### config.mk
export PLATFORM = sky130hd
export DESIGN_NAME = mux4_word_sequencer_flat
export DESIGN_NICKNAME = d
export VERILOG_FILES = /design/src/rtl/mux4_word_sequencer_if.sv /design/src/rtl/mux4_word_sequencer.sv /design/src/flat_wrapper.sv
export SDC_FILE = /design/constraint.sdc
export NUM_CORES = 1
export LEC_CHECK = 0
export CORE_MARGIN = 2
export CORE_UTILIZATION = 40
export CTS_CLUSTER_SIZE = 40
export DETAILED_ROUTE_END_ITERATION = 16
export DONT_BUFFER_PORTS = 1
export PLACE_DENSITY_LB_ADDON = 0.2
export SYNTH_ARGS = -nofsm -noshare
export SYNTH_HDL_FRONTEND = slang
export SYNTH_SLANG_ARGS = --single-unit
### constraint.sdc
create_clock -name clk -period 1.5 [get_ports clk]
set_input_delay 0.075 -clock clk [delete_from_list [all_inputs] [get_ports clk]]
set_output_delay 0.075 -clock clk [all_outputs]
set_load 0.02 [all_outputs]
### src/rtl/mux4_word_sequencer_if.sv
// Handshake and mux-side signals for the 4:1 mux word sequencer.
// The sequencer takes the slave view; the upstream/mux side takes the master view.
interface mux4_word_sequencer_if;
    logic       in_valid;
    logic [3:0] in_data;
    logic       in_ready;
    logic [3:0] datain;
    logic [1:0] s;
    logic       y;
    logic       bit_out;
    logic       bit_valid;
    logic       bit_last;
    logic       busy;

    modport slave (
        input  in_valid, in_data, y,
        output in_ready, datain, s, bit_out, bit_valid, bit_last, busy
    );

    modport master (
        output in_valid, in_data, y,
        input  in_ready, datain, s, bit_out, bit_valid, bit_last, busy
    );
endinterface

### src/rtl/mux4_word_sequencer.sv
// Serialises 4-bit words through an external 4:1 mux: steps s 0..3, holds each
// select for BIT_HOLD cycles and samples y on the last cycle of every beat.
module mux4_word_sequencer #(
    parameter int BIT_HOLD = 1
) (
    input  logic                 clk,
    input  logic                 rst,
    mux4_word_sequencer_if.slave bus
);
    localparam logic [2:0] HOLD_LAST = 3'(BIT_HOLD - 1);

    typedef enum logic {IDLE, SHIFT} state_t;

    state_t     state, state_next;
    logic [2:0] hold_cnt, hold_next;
    logic [3:0] datain, datain_next;
    logic [1:0] s, s_next;
    logic       bit_out, bit_out_next;
    logic       bit_valid, bit_valid_next;
    logic       bit_last, bit_last_next;
    logic       in_ready;
    logic       final_beat;

    always_ff @(posedge clk) begin
        if (rst) begin
            state     <= IDLE;
            hold_cnt  <= 3'd0;
            datain    <= 4'b0000;
            s         <= 2'b00;
            bit_out   <= 1'b0;
            bit_valid <= 1'b0;
            bit_last  <= 1'b0;
        end else begin
            state     <= state_next;
            hold_cnt  <= hold_next;
            datain    <= datain_next;
            s         <= s_next;
            bit_out   <= bit_out_next;
            bit_valid <= bit_valid_next;
            bit_last  <= bit_last_next;
        end
    end

    assign final_beat = (state == SHIFT) && (hold_cnt == HOLD_LAST);

    always_comb begin
        state_next     = state;
        hold_next      = hold_cnt;
        datain_next    = datain;
        s_next         = s;
        bit_out_next   = bit_out;
        bit_valid_next = 1'b0;
        bit_last_next  = 1'b0;
        in_ready       = 1'b0;

        case (state)
            IDLE: begin
                in_ready = 1'b1;
                s_next   = 2'b00;
                if (bus.in_valid) begin
                    datain_next = bus.in_data;
                    hold_next   = 3'd0;
                    state_next  = SHIFT;
                end
            end
            SHIFT: begin
                hold_next = hold_cnt + 3'd1;
                if (final_beat) begin
                    // y is stable here: datain/s were loaded at least one edge ago
                    bit_out_next   = bus.y;
                    bit_valid_next = 1'b1;
                    bit_last_next  = (s == 2'd3);
                    hold_next      = 3'd0;
                    if (s != 2'd3) begin
                        s_next = s + 2'd1;
                    end else begin
                        in_ready = 1'b1;
                        s_next   = 2'b00;
                        if (bus.in_valid) begin
                            datain_next = bus.in_data;
                        end else begin
                            state_next = IDLE;
                        end
                    end
                end
            end
            default: state_next = IDLE;
        endcase
    end

    assign bus.in_ready  = in_ready;
    assign bus.datain    = datain;
    assign bus.s         = s;
    assign bus.bit_out   = bit_out;
    assign bus.bit_valid = bit_valid;
    assign bus.bit_last  = bit_last;
    assign bus.busy      = (state == SHIFT);
endmodule

### src/flat_wrapper.sv
// flat-port wrapper written by rule: the top's interface ports become plain ports
module mux4_word_sequencer_flat 
#(
    parameter int BIT_HOLD = 1
)
  (clk, rst, bus_in_valid, bus_in_data, bus_y, bus_in_ready, bus_datain, bus_s, bus_bit_out, bus_bit_valid, bus_bit_last, bus_busy);
  mux4_word_sequencer_if bus_i ();
  input  logic clk;
  input  logic rst;
  input wire logic [$bits(bus_i.in_valid)-1:0] bus_in_valid;
  input wire logic [$bits(bus_i.in_data)-1:0] bus_in_data;
  input wire logic [$bits(bus_i.y)-1:0] bus_y;
  output wire logic [$bits(bus_i.in_ready)-1:0] bus_in_ready;
  output wire logic [$bits(bus_i.datain)-1:0] bus_datain;
  output wire logic [$bits(bus_i.s)-1:0] bus_s;
  output wire logic [$bits(bus_i.bit_out)-1:0] bus_bit_out;
  output wire logic [$bits(bus_i.bit_valid)-1:0] bus_bit_valid;
  output wire logic [$bits(bus_i.bit_last)-1:0] bus_bit_last;
  output wire logic [$bits(bus_i.busy)-1:0] bus_busy;
  assign bus_i.in_valid = bus_in_valid;
  assign bus_i.in_data = bus_in_data;
  assign bus_i.y = bus_y;
  assign bus_in_ready = bus_i.in_ready;
  assign bus_datain = bus_i.datain;
  assign bus_s = bus_i.s;
  assign bus_bit_out = bus_i.bit_out;
  assign bus_bit_valid = bus_i.bit_valid;
  assign bus_bit_last = bus_i.bit_last;
  assign bus_busy = bus_i.busy;
  mux4_word_sequencer #(.BIT_HOLD(BIT_HOLD)) u_core (.clk(clk), .rst(rst), .bus(bus_i));
endmodule
==> flow_summary.json, run 1 <==
{
  "hold_viol": 0,
  "diodes": 0,
  "met3_length_um": 70,
  "worstPathArrival_ps": 1320,
  "wl_per_cell_um": 11.7,
  "syn_avg_cell_area_um2": 9.89,
  "start_util_pct": 41.5,
  "cts_tree": "built",
  "num_io_pins": 19,
  "pwr-share-clk_pct": 32.0,
  "path_class": "reg -> out",
  "die_h_um": 42.8,
  "netlist_top_cells_count": "13 x dfxtp_1, 9 x nand2b_1, 7 x mux2i_1, 5 x nor2_1",
  "netSwitchingFraction_pct": 25.4,
  "maxSlewHeadroom_pct": 75.9,
  "yosys_register_bits": 13,
  "antenna_found_initial": 0,
  "htree_levels": 1,
  "worstPathRequired_ps": 1420,
  "cts_made_buffers": 3,
  "top_layer": "met4",
  "tightestPinTransition_ps": 360,
  "syn_inst": 61,
  "whs_ps": 32.4,
  "clk_root_buffer_cell": "clkbuf_4",
  "netlist_area_um2": 603,
  "setup_viol_count_final": 0,
  "portBuffers": 0,
  "seqPwrFrac_pct": 57.5,
  "final.min_clock_period_ps": 1390,
  "crit_path_end_kind": "output port",
  "clk_latency_ps": 280,
  "syn2layout_area_growth_pct": 22.6,
  "combPwrFrac_pct": 10.5,
  "grt_max_degree": 14,
  "synth_warnings": 0,
  "grt_pass1_vias": 417,
  "yosys_most_used_dff": "dfxtp_1",
  "hold_class": "in -> reg",
  "synth_most_common_cell": "dfxtp_1",
  "synth_top_area_share_pct": 43.2,
  "vias": 435,
  "ys_types": 21,
  "place_hpwl_um": 702,
  "core_mm2": 0.00145,
  "path_clk_slew_ps": 70,
  "slew_viol_final": 0,
  "num-nets-final": 85,
  "syn_nets": 72,
  "detail-route-antenna-nets": 0,
  "worst_clock_skew_ps": 4.59,
  "tns_ps": 0,
  "p_leak_nw": 0.296,
  "holdPathStages": 3,
  "rsz0062_at_grt": "false",
  "dr.pass1.iters": 2,
  "drc_errors": 0,
  "switchingPower_mw": 0.171,
  "wirelength_mm": 1.04,
  "drive_gt1_share_pct": 17.8,
  "dr_wl_met2_um": 448,
  "die_w_um": 42.8,
  "peakVddDrop_uv": 438,
  "fin_crit_sh_pct": 92.9,
  "hold_end": "u_core.hold_cnt[1]",
  "reg2reg_slack_ps": 280,
  "rr_startpoint": "u_core.hold_cnt[0]",
  "cts_sinks": 13,
  "setup.worst_path.start_class": "flop",
  "drt_iter0_drc": 5,
  "grt_overflow": 0,
  "routed_via_density": 4.89,
  "synthTopCellsByArea": "dfxtp_1 43%, mux2i_1 12%, nand2b_1 9.3%, ha_1 6.2%, a21oi_1 3.3%",
  "crit_fanout": 8,
  "p_int_mw": 0.503,
  "finalNonFillerCells": 89,
  "r2r_end": "u_core.bus.s[0]",
  "power_mw": 0.675,
  "fmax_mhz": 718,
  "dp.cells": 77,
  "yosysSeqAreaShare_pct": 43.2,
  "hp-start": "bus_in_valid",
  "grt.total_usage_pct": 14.2,
  "finalCoreUtilization_pct": 50.9,
  "async_reset_ff_share_pct": 0,
  "synth_edf_count": 0,
  "status": "finished, final reports clean",
  "gp_congestion": 0.680,
  "synth_area_leader_cell": "dfxtp_1",
  "p_per_area_mw_per_mm2": 913,
  "grt_pass1_wl_mm": 1.77,
  "met1Wirelength_um": 487,
  "clock_path_buffers": 2,
  "maxCapViolCount": 0,
  "dieArea_mm2": 0.00183,
  "fp-row-count": 14,
  "r2r_cells": 5
}
[per-layer routing]
layer | vias up | GRT usage (%)
li1 | 227 | -
met1 | 192 | 16.3
met2 | 12 | 18.8
met3 | 4 | 6.81
met4 | 0 | 13.1
met5 | - | 0
[power groups by stage]
stage	registers (mW)	clock network, mW	logic, mW
6_report	0.388	0.216	0.0708
5_1_grt	0.390	0.249	0.0778
4_1_cts	0.388	0.226	0.0686
3_5_place_dp	0.396	0	0.0508
3_3_place_gp	0.395	0	0.0500
2_1_floorplan	0.391	0	0.0456
[registers in the layout, indices dropped and copies added, names as in the netlist]
name	cells
u_core.bus.datain	4
u_core.bus.bit_out	1
u_core.bus.busy	1
u_core.hold_cnt	3
u_core.bus.bit_last	1
u_core.bus.bit_valid	1
u_core.bus.s	2
[cells by family after synthesis]
kind of cell             count (synthesis)  synth area share, %
flip-flops                              13                 43.2
multiplexers                             7                 11.6
adder cells (fa/ha/maj)                  3                 6.22
AO/OA/AOI/OAI                            7                 8.92
buffers and inverters                    7                 5.81
AND/OR/NAND/NOR                         24                 24.3
[stage by stage]
stage	cell area [µm²]	worst slack, ps
after floorplan	603	130
after global placement	626	291
after detailed placement	626	264
after CTS	722	26.9
after global routing	739	6.94
final	739	107
[critical path: stages (launching register included)]
cell,delay (ps)
dfxtp_1,320
inv_1,80
ha_2,220
nand2b_4,110
o21ai_2,160
buf_4,160
[how the worst max path moves through the flow]
stage | from | to
final | u_core.hold_cnt[0] | bus_in_ready
after CTS | u_core.bus.busy | bus_in_ready
after floorplan | u_core.hold_cnt[0] | u_core.bus.busy
after detailed placement | u_core.hold_cnt[0] | u_core.bus.s[0]
after global placement | u_core.hold_cnt[0] | u_core.bus.s[0]
after global routing | u_core.hold_cnt[0] | bus_in_ready
[layout by cell type (no fill, tap or decap)]
cell type and n:
dlygate4sd3_1 8, nand3_1 1, clkbuf_4 3, mux2i_1 7, clkbuf_1 1, nand2b_1 9
nor3b_1 1, nor2_1 5, o21ai_2 1, inv_1 4, nand2b_4 1, and4bb_2 1
nor3_1 1, or3_1 2, ha_2 1, dfxtp_1 12, dfxtp_2 1, nand2_1 2
ha_1 2, buf_4 3, a21oi_2 1, a21oi_1 4, nand3b_1 1, o22ai_4 1
[area by class of cell]
type,count,area (µm²)
well taps,16,20.0
clock buffers,4,26.3
flip-flops and latches,13,262
multi-input cells,41,314
fillers,133,714
repair buffers,11,103
inverters,4,15.0
[repair_timing]
item,CTS,global route
resized for setup,0,3
endpoints found under the hold margin,9,1
hold buffers,7,1
endpoints found under the setup margin,0,1
buffers inserted,0,0
No activity file was read; power rests on OpenSTA's default activity.
==> run 2: changes to the inputs <==
==> constraint.sdc (replaced) <==
create_clock -name clk -period 1.3 [get_ports clk]
set_input_delay 0.065 -clock clk [delete_from_list [all_inputs] [get_ports clk]]
set_output_delay 0.065 -clock clk [all_outputs]
set_load 0.02 [all_outputs]
==> flow_summary.json, run 2 (same netlist as run 1, synthesis figures left out) <==
{
  "cts_tree": "built",
  "seqPwrFrac_pct": 56.9,
  "die_h_um": 42.8,
  "portBuffers": 0,
  "hold_end": "u_core.hold_cnt[1]",
  "hold_class": "in -> reg",
  "tightestPinTransition_ps": 473,
  "grt_pass1_wl_mm": 1.83,
  "worstPathArrival_ps": 1510,
  "gp_congestion": 0.676,
  "rsz0062_at_grt": "true",
  "drive_gt1_share_pct": 26.7,
  "die_w_um": 42.8,
  "finalNonFillerCells": 91,
  "clock_path_buffers": 2,
  "worst_clock_skew_ps": 6.85,
  "num-nets-final": 87,
  "final.min_clock_period_ps": 1290,
  "top_register": "u_core.bus.datain",
  "cts_sinks": 13,
  "clk_root_buffer_cell": "clkbuf_4",
  "dieArea_mm2": 0.00183,
  "core_mm2": 0.00145,
  "syn2layout_area_growth_pct": 28.8,
  "holdPathStages": 3,
  "finalInstanceArea_um2": 777,
  "pwr-share-clk_pct": 31.7,
  "maxSlewHeadroom_pct": 68.4,
  "detail-route-antenna-nets": 0,
  "p_leak_nw": 0.312,
  "htree_levels": 1,
  "slew_viol_final": 0,
  "r2r_end": "u_core.bus.s[0]",
  "largest_reg_flops": 4,
  "fin_crit_sh_pct": 99.6,
  "start_util_pct": 41.5,
  "vias": 455,
  "r2r_cells": 6,
  "place_hpwl_um": 684,
  "placed_cell_area_um2": 637,
  "worstPathRequired_ps": 1510,
  "cts_made_buffers": 3,
  "final_cell_mix": "11 x dfxtp_1, 9 x nand2b_1, 7 x mux2i_1, 7 x dlygate4sd3_1",
  "antenna_found_initial": 0,
  "clk_latency_ps": 280,
  "grt_max_degree": 14,
  "drt_iter0_drc": 13,
  "reg_top3": "u_core.bus.datain (4), u_core.hold_cnt (3), u_core.bus.s (2)",
  "netSwitchingFraction_pct": 25.4,
  "tns_ps": 0,
  "hold_viol": 1,
  "crit_path_end_kind": "flop",
  "dp.cells": 78,
  "fp-row-count": 14,
  "grt.total_usage_pct": 14.4,
  "violations": "negative hold slack",
  "mostFrequentLayoutCell": "dfxtp_1",
  "hp-start": "bus_in_valid",
  "grt_pass1_vias": 419,
  "drc_errors": 0,
  "crit_fanout": 5,
  "switchingPower_mw": 0.199,
  "grt_overflow": 0,
  "maxCapViolCount": 0,
  "dr.pass1.iters": 2,
  "rr_startpoint": "u_core.hold_cnt[0]",
  "setup_viol_count_final": 0,
  "p_int_mw": 0.584,
  "setup.worst_path.start_class": "flop",
  "routed_via_density": 5.00,
  "status": "complete, but fails checks",
  "peakVddDrop_uv": 569,
  "whs_ps": -0.858,
  "p_per_area_mw_per_mm2": 1010,
  "wl_per_cell_um": 12.1,
  "wirelength_mm": 1.11,
  "path_class": "reg -> reg",
  "reg2reg_slack_ps": 6,
  "path_clk_slew_ps": 80,
  "diodes": 0,
  "combPwrFrac_pct": 11.4,
  "fmax_mhz": 773,
  "num_io_pins": 19
}
-- run 2: cell types whose count changed in the layout (fill, tap and decap cells not counted), sizes merged --
cell	before	now
buf	3	6
dlygate4sd3	8	7
-- run 2: per-layer routing --
metal | global-route usage [%] | wire (µm) | vias to the layer above
li1 | - | - | 232
met1 | 17.5 | 491 | 205
met2 | 17.9 | 502 | 13
met3 | 7.23 | 70 | 5
met4 | 13.1 | 40 | 0
met5 | 0 | 0 | -
-- run 2: area by class of cell --
cell class | count | area [µm²]
fillers | 119 | 677
multi-input cells | 41 | 334
flip-flops and latches | 13 | 263
repair buffers | 13 | 119
clock buffers | 4 | 26.3
well taps | 16 | 20.0
inverters | 4 | 15.0
-- run 2: worst max-delay path, cell delays in order, from the launching register on --
cell and delay [ps]:
dfxtp_2 330, inv_2 70, ha_4 150, nand2b_4 90, buf_4 160, or3_1 320, a21oi_2 110
-- run 2: power groups by stage --
stage                     Sequential, mW  Clock [mW]  Combinational (mW)
after floorplan                    0.452           0              0.0536
after global placement             0.454           0              0.0644
after detailed placement           0.453           0              0.0653
after CTS                          0.445       0.255              0.0895
after global routing               0.448       0.288              0.0966
final                              0.445       0.248              0.0891
-- run 2: repair_timing --
item | 4_1_cts | 5_1_grt
hold buffers | 7 | 0
pin swaps | 1 | 1
endpoints found under the hold margin | 9 | 0
resized for setup | 6 | 3
setup endpoints to repair | 1 | 1
buffers inserted | 0 | 2
-- run 2: worst max-delay path by stage --
stage | cells past startpoint | slack, ps | from | to
after floorplan | 6 | 60 | u_core.hold_cnt[0] | u_core.bus.s[0]
after global placement | 5 | 90 | u_core.hold_cnt[0] | u_core.bus.datain[1]
after detailed placement | 5 | 70 | u_core.hold_cnt[0] | u_core.bus.datain[3]
after CTS | 5 | 3 | u_core.hold_cnt[1] | bus_in_ready
after global routing | 5 | -50 | u_core.hold_cnt[0] | bus_in_ready
final | 6 | 6 | u_core.hold_cnt[0] | u_core.bus.s[0]
-- run 2: metrics by stage --
stage               setup slack [ps]  utilization (%)  hold WS [ps]  total power [mW]
floorplan                       56.3                -           209             0.505
global placement                85.6             43.8           137             0.518
detailed placement              66.9             43.8           140             0.519
CTS                             2.68             52.1          1.55             0.789
global route                   -52.0             53.4          24.4             0.832
finish                          5.77             53.4        -0.858             0.782
==> run 3: changes to the inputs <==
--- a/config.mk
+++ b/config.mk
@@ -5,6 +5,7 @@
 export SDC_FILE = /design/constraint.sdc
 export NUM_CORES = 1
 export LEC_CHECK = 0
+export ABC_AREA = 1
 export CORE_MARGIN = 2
 export CORE_UTILIZATION = 40
 export CTS_CLUSTER_SIZE = 40
==> flow_summary.json, run 3 <==
{
  "status": "finished, final reports clean",
  "grt_pass1_vias": 487,
  "seqPwrFrac_pct": 55.7,
  "ys_types": 16,
  "worstPathArrival_ps": 1180,
  "drt_iter0_drc": 6,
  "portBuffers": 0,
  "setup.worst_path.start_class": "flop",
  "syn_inst": 83,
  "crit_path_end_kind": "output port",
  "fmax_mhz": 806,
  "fp-row-count": 14,
  "wl_per_cell_um": 10.2,
  "path_clk_slew_ps": 90,
  "die_h_um": 42.9,
  "top_register": "u_core.bus.datain",
  "placed_cell_area_um2": 648,
  "p_leak_nw": 0.397,
  "reg_top3": "u_core.bus.datain (4), u_core.hold_cnt (3), u_core.bus.s (2)",
  "crit_chain": "inv_1 > ha_4 > nand2_2 > nand2_4 > nand2_2 > inv_2",
  "drive_gt1_share_pct": 25.3,
  "syn_avg_cell_area_um2": 7.30,
  "slew_viol_final": 0,
  "tightestPinTransition_ps": 286,
  "grt_use_met3_pct": 3.83,
  "syn2layout_area_growth_pct": 21.7,
  "worstPathRequired_ps": 1240,
  "dr.pass1.iters": 3,
  "num-nets-final": 107,
  "start_util_pct": 41.7,
  "synth_warnings": 0,
  "final_cell_mix": "16 x nand2_1, 15 x inv_1, 13 x dfxtp_1",
  "synth_edf_count": 0,
  "cp_slowest_cell": "dfxtp_1",
  "finalInstanceArea_um2": 737,
  "yosysSeqAreaShare_pct": 43.0,
  "yosys_most_used_dff": "dfxtp_1",
  "grt_use_met1_pct": 14.4,
  "cts_sinks": 13,
  "worst_clock_skew_ps": 10.0,
  "r2r_cells": 8,
  "fillCellCount": 157,
  "dieArea_mm2": 0.00184,
  "multi_input_area_um2": 279,
  "async_reset_ff_share_pct": 0,
  "switchingPower_mw": 0.232,
  "netSwitchingFraction_pct": 28.6,
  "setup_viol_count_final": 0,
  "ff_latch_area_um2": 260,
  "cp-endpoint": "bus_in_ready",
  "crit_fanout": 6,
  "reg2reg_slack_ps": 80,
  "fin_ws_ps": 58.8,
  "synth_area_leader_cell": "dfxtp_1",
  "r2r_end": "u_core.hold_cnt[2]",
  "vias": 497,
  "clk_latency_ps": 270,
  "cts_made_buffers": 3,
  "met2_usage_pct": 25.2,
  "grt.total_usage_pct": 14.3,
  "die_w_um": 42.9,
  "synthTopCellsByArea": "dfxtp_1 43%, inv_1 11%, nand2_1 11%, ha_1 6.2%, nor2_1 4.3%",
  "hold_class": "in -> reg",
  "cts_tree": "built",
  "place_hpwl_um": 808,
  "pwr-share-clk_pct": 31.2,
  "grt_overflow": 0,
  "synth_top_area_share_pct": 43.0,
  "clk_root_buffer_cell": "clkbuf_4",
  "slowest_delay_ps": 360,
  "grt_pass1_wl_mm": 1.93,
  "htree_levels": 1,
  "worstSetupStartpoint": "u_core.hold_cnt[1]",
  "p_per_area_mw_per_mm2": 1100,
  "maxSlewHeadroom_pct": 80.9,
  "pre_cts_slack_ps": 150,
  "detail-route-antenna-nets": 0,
  "p_int_mw": 0.580,
  "combPwrFrac_pct": 13.1,
  "yosys_register_bits": 13,
  "largest_reg_flops": 4,
  "rr_startpoint": "u_core.hold_cnt[1]",
  "netlist_area_um2": 606,
  "core_mm2": 0.00145,
  "gp_congestion": 0.745,
  "antenna_found_initial": 0,
  "fin_crit_sh_pct": 95.5,
  "diodes": 0,
  "syn_nets": 94,
  "netlist_top_cells_count": "18 x inv_1, 18 x nand2_1, 13 x dfxtp_1, 7 x nor2_1, 5 x a21oi_1",
  "drc_errors": 0,
  "cp_common_cell": "nand2_2",
  "path_class": "reg -> out",
  "maxCapViolCount": 0,
  "holdPathStages": 4,
  "num_io_pins": 19,
  "busiest_layer": "met2",
  "clock_path_buffers": 2,
  "peakVddDrop_uv": 476,
  "grt_max_degree": 10,
  "routed_via_density": 4.48,
  "hold_viol": 0,
  "tns_ps": 0,
  "final.min_clock_period_ps": 1240,
  "wirelength_mm": 1.13,
  "mostFrequentLayoutCell": "nand2_1"
}
==> run 3: cell types whose count changed after synthesis, sizes merged, moves of 2 or more <==
cell	before	now
or3	2	0
nand3	1	3
nand2	2	23
nor2	5	7
mux2i	7	0
buf	2	0
inv	4	20
nand2b	10	0
clkinv	0	2
nand4	0	4
==> run 3: cell families after synthesis <==
group / after synthesis / share of synthesized area [%]
AO/OA/AOI/OAI: 7 / 5.78
XOR/XNOR: 1 / 1.45
adder cells (fa/ha/maj): 3 / 6.20
buffers and inverters: 22 / 13.8
flip-flops: 13 / 43.0
AND/OR/NAND/NOR: 37 / 29.7
==> run 3: how the worst min path moves through the flow <==
stage	start	to	slack, ps
finish	bus_in_data[1]	u_core.bus.datain[1]	20
global route	bus_in_valid	u_core.bus.datain[1]	50
CTS	bus_in_valid	u_core.bus.datain[2]	8
detailed placement	rst	u_core.hold_cnt[1]	140
global placement	rst	u_core.bus.bit_out	140
floorplan	rst	u_core.bus.bit_out	130
==> run 3: power groups by stage <==
stage / Sequential (mW) / Clock [mW] / Combinational (mW)
CTS: 0.453 / 0.265 / 0.108
detailed placement: 0.462 / 0 / 0.0964
finish: 0.452 / 0.253 / 0.106
global route: 0.455 / 0.275 / 0.123
global placement: 0.462 / 0 / 0.0962
floorplan: 0.469 / 0 / 0.0649
==> run 3: metrics by stage <==
stage / total power, mW / hold slack [ps] / utilization, % / cells
2_1_floorplan: 0.534 / 134 / - / 83
3_3_place_gp: 0.559 / 136 / 44.6 / 102
3_5_place_dp: 0.559 / 137 / 44.6 / 102
4_1_cts: 0.827 / 7.99 / 49.0 / 109
5_1_grt: 0.853 / 50.7 / 50.7 / 111
6_report: 0.812 / 21.5 / 50.7 / 111
==> run 3: metal layers <==
layer	part of all wire [%]	wire length, µm
met5	0	0
met4	0.88	10
met3	6.0	68
met2	47	536
met1	46	515
==> run 3: what timing repair did <==
action,4_1_cts,5_1_grt
pin swaps,0,1
gates resized for setup,4,3
buffers inserted,0,2
hold buffers,3,0
endpoints found under the setup margin,1,3
hold endpoints to repair,7,0
==> run 3: final cells by class <==
| type | count | area share (%) |
|---|---|---|
| clock buffers | 4 | 3.57 |
| inverters | 22 | 11.4 |
| well taps | 16 | 2.72 |
| repair buffers | 8 | 9.17 |
| flip-flops and latches | 13 | 35.3 |
| multi-input cells | 48 | 37.9 |
==> run 3: critical path: cells and delay by family (launching register included) <==
kind | cells | cell delay [ps]
DFF | 1 | 360
adders and majority gates | 1 | 170
and+or+nand+nor | 3 | 230
buffers and inverters | 2 | 140
